File: src/rtl/sprite_palette_arbiter.sv
// sprite_palette_arbiter
// Shares one 16-entry palette ROM between two sprite requesters (P1, P2)
// using round-robin arbitration, then applies per-player hit-flash and
// dim effects. The pixel colour appears one cycle after the grant.
//
// Ports
//   Clk, Reset                   clock, asynchronous active-high reset
//   p1_req / p2_req              lookup requests (held until granted)
//   p1_index / p2_index          palette index of each requester
//   p1_dim / p2_dim              halve brightness of that requester
//   p1_flash_start / p2_*        pulse: (re)start a hit-flash
//   frame_tick                   one pulse per video frame
//   p1_gnt / p2_gnt              combinational grants
//   pal_index                    index to the palette ROM
//   pal_red/green/blue           combinational ROM read data
//   out_valid, out_owner         registered result valid / owner (0=P1, 1=P2)
//   out_transparent              registered colour-key flag (index 0)
//   out_red/green/blue           registered pixel colour
module sprite_palette_arbiter #(
    parameter int FLASH_FRAMES = 8
) (
    input  logic       Clk,
    input  logic       Reset,
    input  logic       p1_req,
    input  logic       p2_req,
    input  logic [3:0] p1_index,
    input  logic [3:0] p2_index,
    input  logic       p1_dim,
    input  logic       p2_dim,
    input  logic       p1_flash_start,
    input  logic       p2_flash_start,
    input  logic       frame_tick,
    output logic       p1_gnt,
    output logic       p2_gnt,
    output logic [3:0] pal_index,
    input  logic [3:0] pal_red,
    input  logic [3:0] pal_green,
    input  logic [3:0] pal_blue,
    output logic       out_valid,
    output logic       out_owner,
    output logic       out_transparent,
    output logic [3:0] out_red,
    output logic [3:0] out_green,
    output logic [3:0] out_blue
);

    localparam logic [3:0] FLASH_LOAD = 4'(FLASH_FRAMES);

    function automatic logic [3:0] halve(input logic [3:0] c);
        return {1'b0, c[3:1]};
    endfunction

    // Load wins over decrement; a zero counter stays at zero.
    function automatic logic [3:0] flash_next(input logic [3:0] cnt,
                                              input logic       start,
                                              input logic       tick);
        if (start)
            return FLASH_LOAD;
        if (tick && cnt != 4'd0)
            return cnt - 4'd1;
        return cnt;
    endfunction

    logic       last_owner;   // 0 = P1 last granted, 1 = P2
    logic [3:0] p1_flash_cnt;
    logic [3:0] p2_flash_cnt;
    logic       grant_any;
    logic [3:0] sel_cnt;
    logic       sel_dim;
    logic       sel_trans;
    logic [3:0] col_r_p0;
    logic [3:0] col_g_p0;
    logic [3:0] col_b_p0;

    // Stage 0: arbitration, ROM addressing and colour effects (grant cycle)
    always_comb begin
        p1_gnt = 1'b0;
        p2_gnt = 1'b0;
        if (!Reset) begin
            p1_gnt = p1_req && (!p2_req || last_owner);
            p2_gnt = p2_req && (!p1_req || !last_owner);
        end
    end

    assign grant_any = p1_gnt | p2_gnt;
    assign pal_index = p2_gnt ? p2_index : p1_index;
    assign sel_cnt   = p2_gnt ? p2_flash_cnt : p1_flash_cnt;
    assign sel_dim   = p2_gnt ? p2_dim : p1_dim;
    assign sel_trans = (pal_index == 4'd0);

    // Colour key passes through untouched; flash beats dim.
    always_comb begin
        col_r_p0 = pal_red;
        col_g_p0 = pal_green;
        col_b_p0 = pal_blue;
        if (!sel_trans) begin
            if (sel_cnt != 4'd0) begin
                col_r_p0 = 4'hF;
                col_g_p0 = 4'hF;
                col_b_p0 = 4'hF;
            end else if (sel_dim) begin
                col_r_p0 = halve(pal_red);
                col_g_p0 = halve(pal_green);
                col_b_p0 = halve(pal_blue);
            end
        end
    end

    always_ff @(posedge Clk or posedge Reset) begin
        if (Reset) begin
            last_owner   <= 1'b1;
            p1_flash_cnt <= 4'd0;
            p2_flash_cnt <= 4'd0;
        end else begin
            if (grant_any)
                last_owner <= p2_gnt;
            p1_flash_cnt <= flash_next(p1_flash_cnt, p1_flash_start, frame_tick);
            p2_flash_cnt <= flash_next(p2_flash_cnt, p2_flash_start, frame_tick);
        end
    end

    // Stage 1: registered pixel result; payload holds when nothing was granted
    always_ff @(posedge Clk or posedge Reset) begin
        if (Reset) begin
            out_valid       <= 1'b0;
            out_owner       <= 1'b0;
            out_transparent <= 1'b0;
            out_red         <= 4'd0;
            out_green       <= 4'd0;
            out_blue        <= 4'd0;
        end else begin
            out_valid <= grant_any;
            if (grant_any) begin
                out_owner       <= p2_gnt;
                out_transparent <= sel_trans;
                out_red         <= col_r_p0;
                out_green       <= col_g_p0;
                out_blue        <= col_b_p0;
            end
        end
    end

endmodule

File: config.mk
export PLATFORM = sky130hd
export DESIGN_NAME = sprite_palette_arbiter
export DESIGN_NICKNAME = d
export VERILOG_FILES = /design/src/rtl/sprite_palette_arbiter.sv
export SDC_FILE = /design/constraint.sdc
export NUM_CORES = 1
export LEC_CHECK = 0
export CORE_MARGIN = 10
export CORE_UTILIZATION = 45
export DETAILED_ROUTE_END_ITERATION = 10
export PLACE_DENSITY = 0.92
export RECOVER_POWER = 50
export SLEW_MARGIN = 40
export SYNTH_ARGS = -nofsm -noshare
export SYNTH_HDL_FRONTEND = slang
export SYNTH_SLANG_ARGS = --single-unit
File: constraint.sdc
create_clock -name Clk -period 2.15 [get_ports Clk]
set_clock_uncertainty 0.1 [all_clocks]
set_input_delay 0.43 -clock Clk [delete_from_list [all_inputs] [get_ports Clk]]
set_output_delay 0.43 -clock Clk [all_outputs]
set_load 0.1 [all_outputs]
==> results.py, run 1 <==
metrics = {
    "flow_run": {
        "drv_cap": 0,
    },
    "logic_synthesis": {
        "ys_types": 32,
        "synth-warning-count": 0,
        "synth-seq-cells": 24,
        "ys_seq_area_frac": 0.4219,
        "syn-num-nets": 191,
        "synthSimpleGateAreaFrac": 0.1807,
        "muxShareOfSynthArea": 0.05965,
        "syn_area_sq_um": 1426,
        "syn-instance-count": 158,
        "synth_top_family_by_area": "compound AO/OA/AOI/OAI gates",
        "synthAdderAreaFrac": 0.03509,
        "synthArstFlopShare": 1.000,
        "syn_avg_cell_area_sq_um": 9.028,
        "synth_xor_xnor_area_share": 0.02456,
        "synth_compound_area_frac": 0.2246,
        "yosys_most_used_dff": "dfrtp_1",
        "synth_edf_count": 0,
    },
    "placement": {
        "place_ws_ns": -0.1287,
        "gp_congestion": 0.8145,
        "dp.cells": 260,
        "hpwl_mm": 3.073,
        "port-buffer-count": 49,
    },
    "cells_and_area": {
        "final_nets": 256,
        "drive_above_1_share": 0.2703,
        "final_cell_mix": "clkdlybuf4s50_1 (25), dfrtp_1 (23), a21oi_1 (21), buf_4 (21), nor2_1 (20)",
        "area_growth_syn_to_layout_pct": 51.05,
        "n_fill_cell": 237,
        "layout_commonest_cell": "clkdlybuf4s50_1",
        "post-route-util": 0.7057,
        "final_cells": 266,
        "diodes": 0,
    },
    "routing": {
        "drt_pass1_iterations": 4,
        "drtAntennaViolNets": 0,
        "dr_total_vias": 1409,
        "drt-initial-drc-count": 149,
        "vias_per_cell": 5.297,
        "drcViolationCount": 0,
        "wl_mm": 3.970,
        "wl_per_cell_um": 14.92,
    },
    "clock_tree": {
        "cts_num_sinks": 24,
        "clk_pin_slew_ns": 0.13,
        "cts.root.buffer_cell": "clkbuf_4",
        "htree_levels": 1,
        "tritoncts": "yes",
        "cts_inserted_buffers": 3,
        "clkLatencyLatePin_ns": 0.32,
        "cts_buffer_depth": 2,
    },
    "setup_path": {
        "r2r_cells": 7,
        "cp_slowest_cell": "dfstp_2",
        "crit_top_cell": "buf_12",
        "crit_type": "flop to output port",
        "required_ns": 1.62,
        "worstSetupStartpoint": "last_owner",
        "timing.rr.start": "last_owner",
        "end_kind": "output port",
        "crit_path_start_kind": "flop",
        "worstPathArrival_ns": 1.52,
        "worstPathCellList": "a21o_1 > buf_12 > inv_8 > nand2_1 > nand2_2 > buf_12",
        "slowest_delay_ns": 0.57,
        "critPathMaxFanout": 7,
    },
    "timing": {
        "fmax_mhz": 487.9,
        "slew-limit-headroom": 0.1859,
        "rsz0062_at_grt": "no",
        "setup_viol_count_final": 0,
        "slew_viol_final": 0,
        "setup_slack_ns": 0.1005,
        "fin_crit_ns": 2.049,
        "hold_viol": 0,
        "period_share": 0.9532,
        "worst_pin_slew_ns": 1.221,
    },
    "floorplan": {
        "initial_core_util": 0.4672,
        "dieArea_sq_um": 5822,
        "die_h_um": 76.30,
        "io_pins": 50,
        "coreArea_sq_um": 3053,
        "fp.dieW_um": 76.30,
        "row_count": 20,
    },
    "pwr": {
        "power_density_nw_per_um2": 788.9,
        "vdd_ir_drop_max_mv": 0.3955,
        "leakagePower_uw": 0.0009335,
    },
    "global_route": {
        "grtUsageTotal": 0.1392,
        "grt_pass1_vias": 1444,
        "grt_remaining_overflow": 0,
        "grt_pass1_wl_mm": 6.969,
        "grt_max_degree": 24,
        "antenna_found_initial": 0,
    },
    "worst_hold_path": {
        "holdCritPathClass": "primary input to asynchronous set/reset pin",
    },
    "run_status": {
        "status": "finished, final reports clean",
    },
}
==> sequential cells by signal, indices dropped and copies added, names as in the netlist <==
name             cells
p1_flash_cnt         4
out_green            4
out_transparent      1
out_red              4
out_valid            1
out_owner            1
p2_flash_cnt         4
last_owner           1
out_blue             4
==> logic make-up (layout without fill, tap and decap cells) <==
| family | after synthesis | after routing |
|---|---|---|
| AO/OA/AOI/OAI | 55 | 55 |
| adder cells (fa/ha/maj) | 4 | 4 |
| buffers and inverters | 14 | 78 |
| AND/OR/NAND/NOR | 52 | 52 |
| flip-flops | 24 | 24 |
| XOR/XNOR | 4 | 4 |
| multiplexers | 5 | 5 |
==> synth_stat cells, types with 2 or more instances <==
cell,count,area (sq um)
a211o_1,2,17.52
a211oi_1,2,15.01
a21boi_0,2,15.01
a21oi_1,21,105.1
buf_6,2,22.52
clkbuf_1,2,7.510
dfrtp_1,23,575.6
ha_1,4,50.05
inv_1,8,30.03
mux2i_4,2,45.04
nand2_1,21,78.83
nor2_1,20,75.07
nor2_2,2,12.51
nor3_1,4,20.02
nor4_4,2,42.54
o21ai_0,13,65.06
o21ai_1,2,10.01
o22ai_1,9,56.30
or4_4,2,22.52
xnor2_1,2,17.52
xor2_1,2,17.52
==> critical path: cells and delay by family, from the launching register on <==
family / cells / cell delay [ns]
flops: 1 / 0.57
compound gates: 1 / 0.16
simple gates: 2 / 0.14
buf+inv: 3 / 0.34
==> cell type report <==
type | instances | area [sq um] | share of cell area
Clock buffer | 3 | 22.52 | 0.01045
Clock inverter | 1 | 30.03 | 0.01394
Inverter | 9 | 42.54 | 0.01974
Multi-Input combinational cell | 120 | 765.7 | 0.3554
Sequential cell | 24 | 601.8 | 0.2793
Tap cell | 44 | 55.05 | 0.02555
Timing Repair Buffer | 65 | 636.9 | 0.2956
==> through the flow <==
stage	cell area [sq um]	setup TNS (ns)	hold WS [ns]	power, uW
6_report	2155	0	0.1289	1700
3_5_place_dp	2115	-1.599	0.3853	1388
4_1_cts	2187	0	0.1154	1719
2_1_floorplan	1451	0	0.2147	1129
5_1_grt	2155	0	0.1495	1775
3_3_place_gp	2115	-0.9217	0.3780	1370
==> final timing paths <==
kind / endpoint / slack [ns]
max: pal_index[0] / 0.10
min: out_owner / 0.13
max reg2reg: out_red[1] / 0.21
min reg2reg: out_transparent / 0.40
max in group asynchronous: out_red[2] / 0.50
min in group Clk: last_owner / 0.32
==> what timing repair did <==
| item | 4_1_cts | 5_1_grt |
|---|---|---|
| hold buffers | 0 | 0 |
| cloned | 0 | 0 |
| pin swaps | 1 | 1 |
| gates resized for setup | 3 | 1 |
| setup endpoints to repair | 5 | 4 |
| buffers inserted | 2 | 0 |
==> power by group <==
group          leakage [uW]  internal [uW]  total (uW)  switching, uW
combinational      0.000637            254         797            543
sequential         0.000269            518         571           53.1
clock             0.0000279            189         332            143
total              0.000933            960        1700            740
==> per-layer routing <==
layer / vias up / GRT usage / share of wire
li1: 684 / - / -
met4: 0 / 0.04275 / 0.013
met3: 6 / 0.02594 / 0.053
met2: 52 / 0.2279 / 0.49
met5: - / 0 / 0
met1: 667 / 0.1799 / 0.45
Power figures use the tool's default switching activity.
==> run 2, diff against run 1 <==
Settings changed: GPL_TIMING_DRIVEN set to 0.
==> run 2 against run 1 <==
Fmax down 1.2%. Worst setup slack worse by 0.024 ns. Sequential share of layout area up 1.6 points. Via count down 3.2%. Die area unchanged. Worst hold slack worse by 0.046 ns. Routed wire length down 0.71%. Final cell count down 2.3%. Register-to-register slack better by 0.13 ns. Power down 2.2%. Count of clock-buffer cells in the layout unchanged. Combinational power down 4.5%.
==> results.py, run 2 (synthesis gave the netlist of run 1 again) <==
metrics = {
    "setup_path": {
        "required_ns": 1.62,
        "crit_type": "flop to output port",
        "slowest_delay_ns": 0.58,
        "worstPathCellList": "a21o_1 > buf_8 > inv_8 > nand2_1 > nand2_2 > buf_12",
        "cp_slowest_cell": "dfstp_2",
        "crit_path_start_kind": "flop",
        "critPathMaxFanout": 10,
        "worst_path_dominant_cell_family": "flip-flops",
        "worstPathArrival_ns": 1.54,
        "end_kind": "output port",
        "path_buf_inv": 3,
    },
    "global_route": {
        "antenna_found_initial": 0,
        "grt_pass1_vias": 1380,
        "grt_max_degree": 15,
        "grt_pass1_wl_mm": 6.479,
        "grt_remaining_overflow": 0,
        "grtUsageTotal": 0.1314,
    },
    "timing": {
        "slew_viol_final": 0,
        "fin_crit_ns": 2.074,
        "slew-limit-headroom": 0.5449,
        "period_share": 0.9646,
        "worst_pin_slew_ns": 0.6826,
        "rsz0062_at_grt": "no",
        "fmax_mhz": 482.2,
        "hold_viol": 0,
        "setup_viol_count_final": 0,
    },
    "pwr": {
        "vdd_ir_drop_max_mv": 0.3573,
        "total_power_uw": 1663,
        "power_density_nw_per_um2": 816.3,
        "leakagePower_uw": 0.0008606,
    },
    "routing": {
        "drcViolationCount": 0,
        "drtAntennaViolNets": 0,
        "drt_pass1_iterations": 4,
        "dr_total_vias": 1364,
        "vias_per_cell": 5.246,
        "drt-initial-drc-count": 127,
        "wl_mm": 3.942,
        "wl_per_cell_um": 15.16,
    },
    "cells_and_area": {
        "multi_input_area_sq_um": 769.5,
        "layout_commonest_cell": "clkdlybuf4s50_1",
        "regArea_sq_um": 601.8,
        "area_growth_syn_to_layout_pct": 42.81,
        "final_cells": 260,
        "diodes": 0,
        "n_fill_cell": 239,
        "drive_above_1_share": 0.2500,
        "final_cell_mix": "clkdlybuf4s50_1 (25), dfrtp_1 (23), nor2_1 (20), a21oi_1 (20), nand2_1 (17)",
        "final_nets": 250,
    },
    "clock_tree": {
        "cts.root.buffer_cell": "clkbuf_4",
        "clk_pin_slew_ns": 0.14,
        "tritoncts": "yes",
        "cts_inserted_buffers": 3,
        "htree_levels": 1,
        "clkLatencyLatePin_ns": 0.32,
        "cts_num_sinks": 24,
        "cts_buffer_depth": 2,
    },
    "placement": {
        "port-buffer-count": 49,
        "dp.cells": 251,
        "hpwl_mm": 2.886,
        "gp_congestion": 0.8189,
    },
    "run_status": {
        "status": "finished, final reports clean",
    },
    "floorplan": {
        "io_pins": 50,
        "fp.dieW_um": 76.30,
        "coreArea_sq_um": 3053,
        "dieArea_sq_um": 5822,
        "row_count": 20,
        "initial_core_util": 0.4672,
        "die_h_um": 76.30,
    },
    "flow_run": {
        "drv_cap": 0,
    },
    "worst_hold_path": {
        "holdCritPathClass": "primary input to asynchronous set/reset pin",
    },
}
## run 2: per-layer routing
layer  part of all wire  vias up  wire length, um  global-route usage
li1                   -      670                -                   -
met1               0.44      627             1752              0.1612
met2               0.48       61             1877              0.2236
met3              0.064        6              252             0.02123
met4              0.015        0               60             0.05019
met5                  0        -                0                   0
## run 2: final cells by class
cell class / instances / share of cell area
Buffer: 5 / 0.01904
Clock inverter: 1 / 0.01474
Multi-Input combinational cell: 120 / 0.3778
Timing Repair Buffer: 53 / 0.2316
Tap cell: 44 / 0.02703
Clock buffer: 3 / 0.01106
Sequential cell: 24 / 0.2955
Timing Repair inverter: 1 / 0.002457
Inverter: 9 / 0.02088
## run 2: through the flow
| step | area, sq um | util | hold slack (ns) | setup WS [ns] | setup TNS [ns] |
|---|---|---|---|---|---|
| after floorplan | 1451 | - | 0.2147 | 0.1076 | 0 |
| after global placement | 1997 | 0.6541 | 0.3844 | -1.175 | -13.67 |
| after detailed placement | 1892 | 0.6197 | 0.3908 | -0.5806 | -9.743 |
| after CTS | 2032 | 0.6656 | 0.2589 | 0.002902 | 0 |
| after global routing | 2037 | 0.6672 | 0.1076 | 0.02589 | 0 |
| final | 2037 | 0.6672 | 0.08245 | 0.07606 | 0 |
## run 2: final timing paths
check | start | to | slack [ns] | cells past startpoint
hold / removal | Reset | out_red[2] | 0.08 | 2
hold reg to reg | last_owner | last_owner | 0.41 | 2
max in group asynchronous | Reset | out_valid | 1.15 | 4
setup reg to reg | last_owner | out_blue[2] | 0.34 | 6
setup / recovery | last_owner | pal_index[1] | 0.08 | 6
min in group Clk | p1_req | last_owner | 0.36 | 4
## run 2: timing repair
item                                    4_1_cts  5_1_grt
endpoints found under the hold margin         0        0
resized for setup                            22        2
hold buffers                                  0        0
buffers inserted                              2        2
gates cloned                                  1        0
pin swaps                                     1        1
endpoints found under the setup margin       19        5
## run 2: power breakdown
part,internal [uW],switching (uW),total [uW]
Clock,188,146,335
Sequential,517,49.8,567
Combinational,217,544,761
Total,923,740,1660
## run 2: worst reg2reg max path, stage by stage (launching register included)
cell and delay (ns):
dfstp_2 0.58, a21o_1 0.14, buf_8 0.15, buf_4 0.13
mux2i_4 0.33, o21ai_0 0.14, o22ai_1 0.18
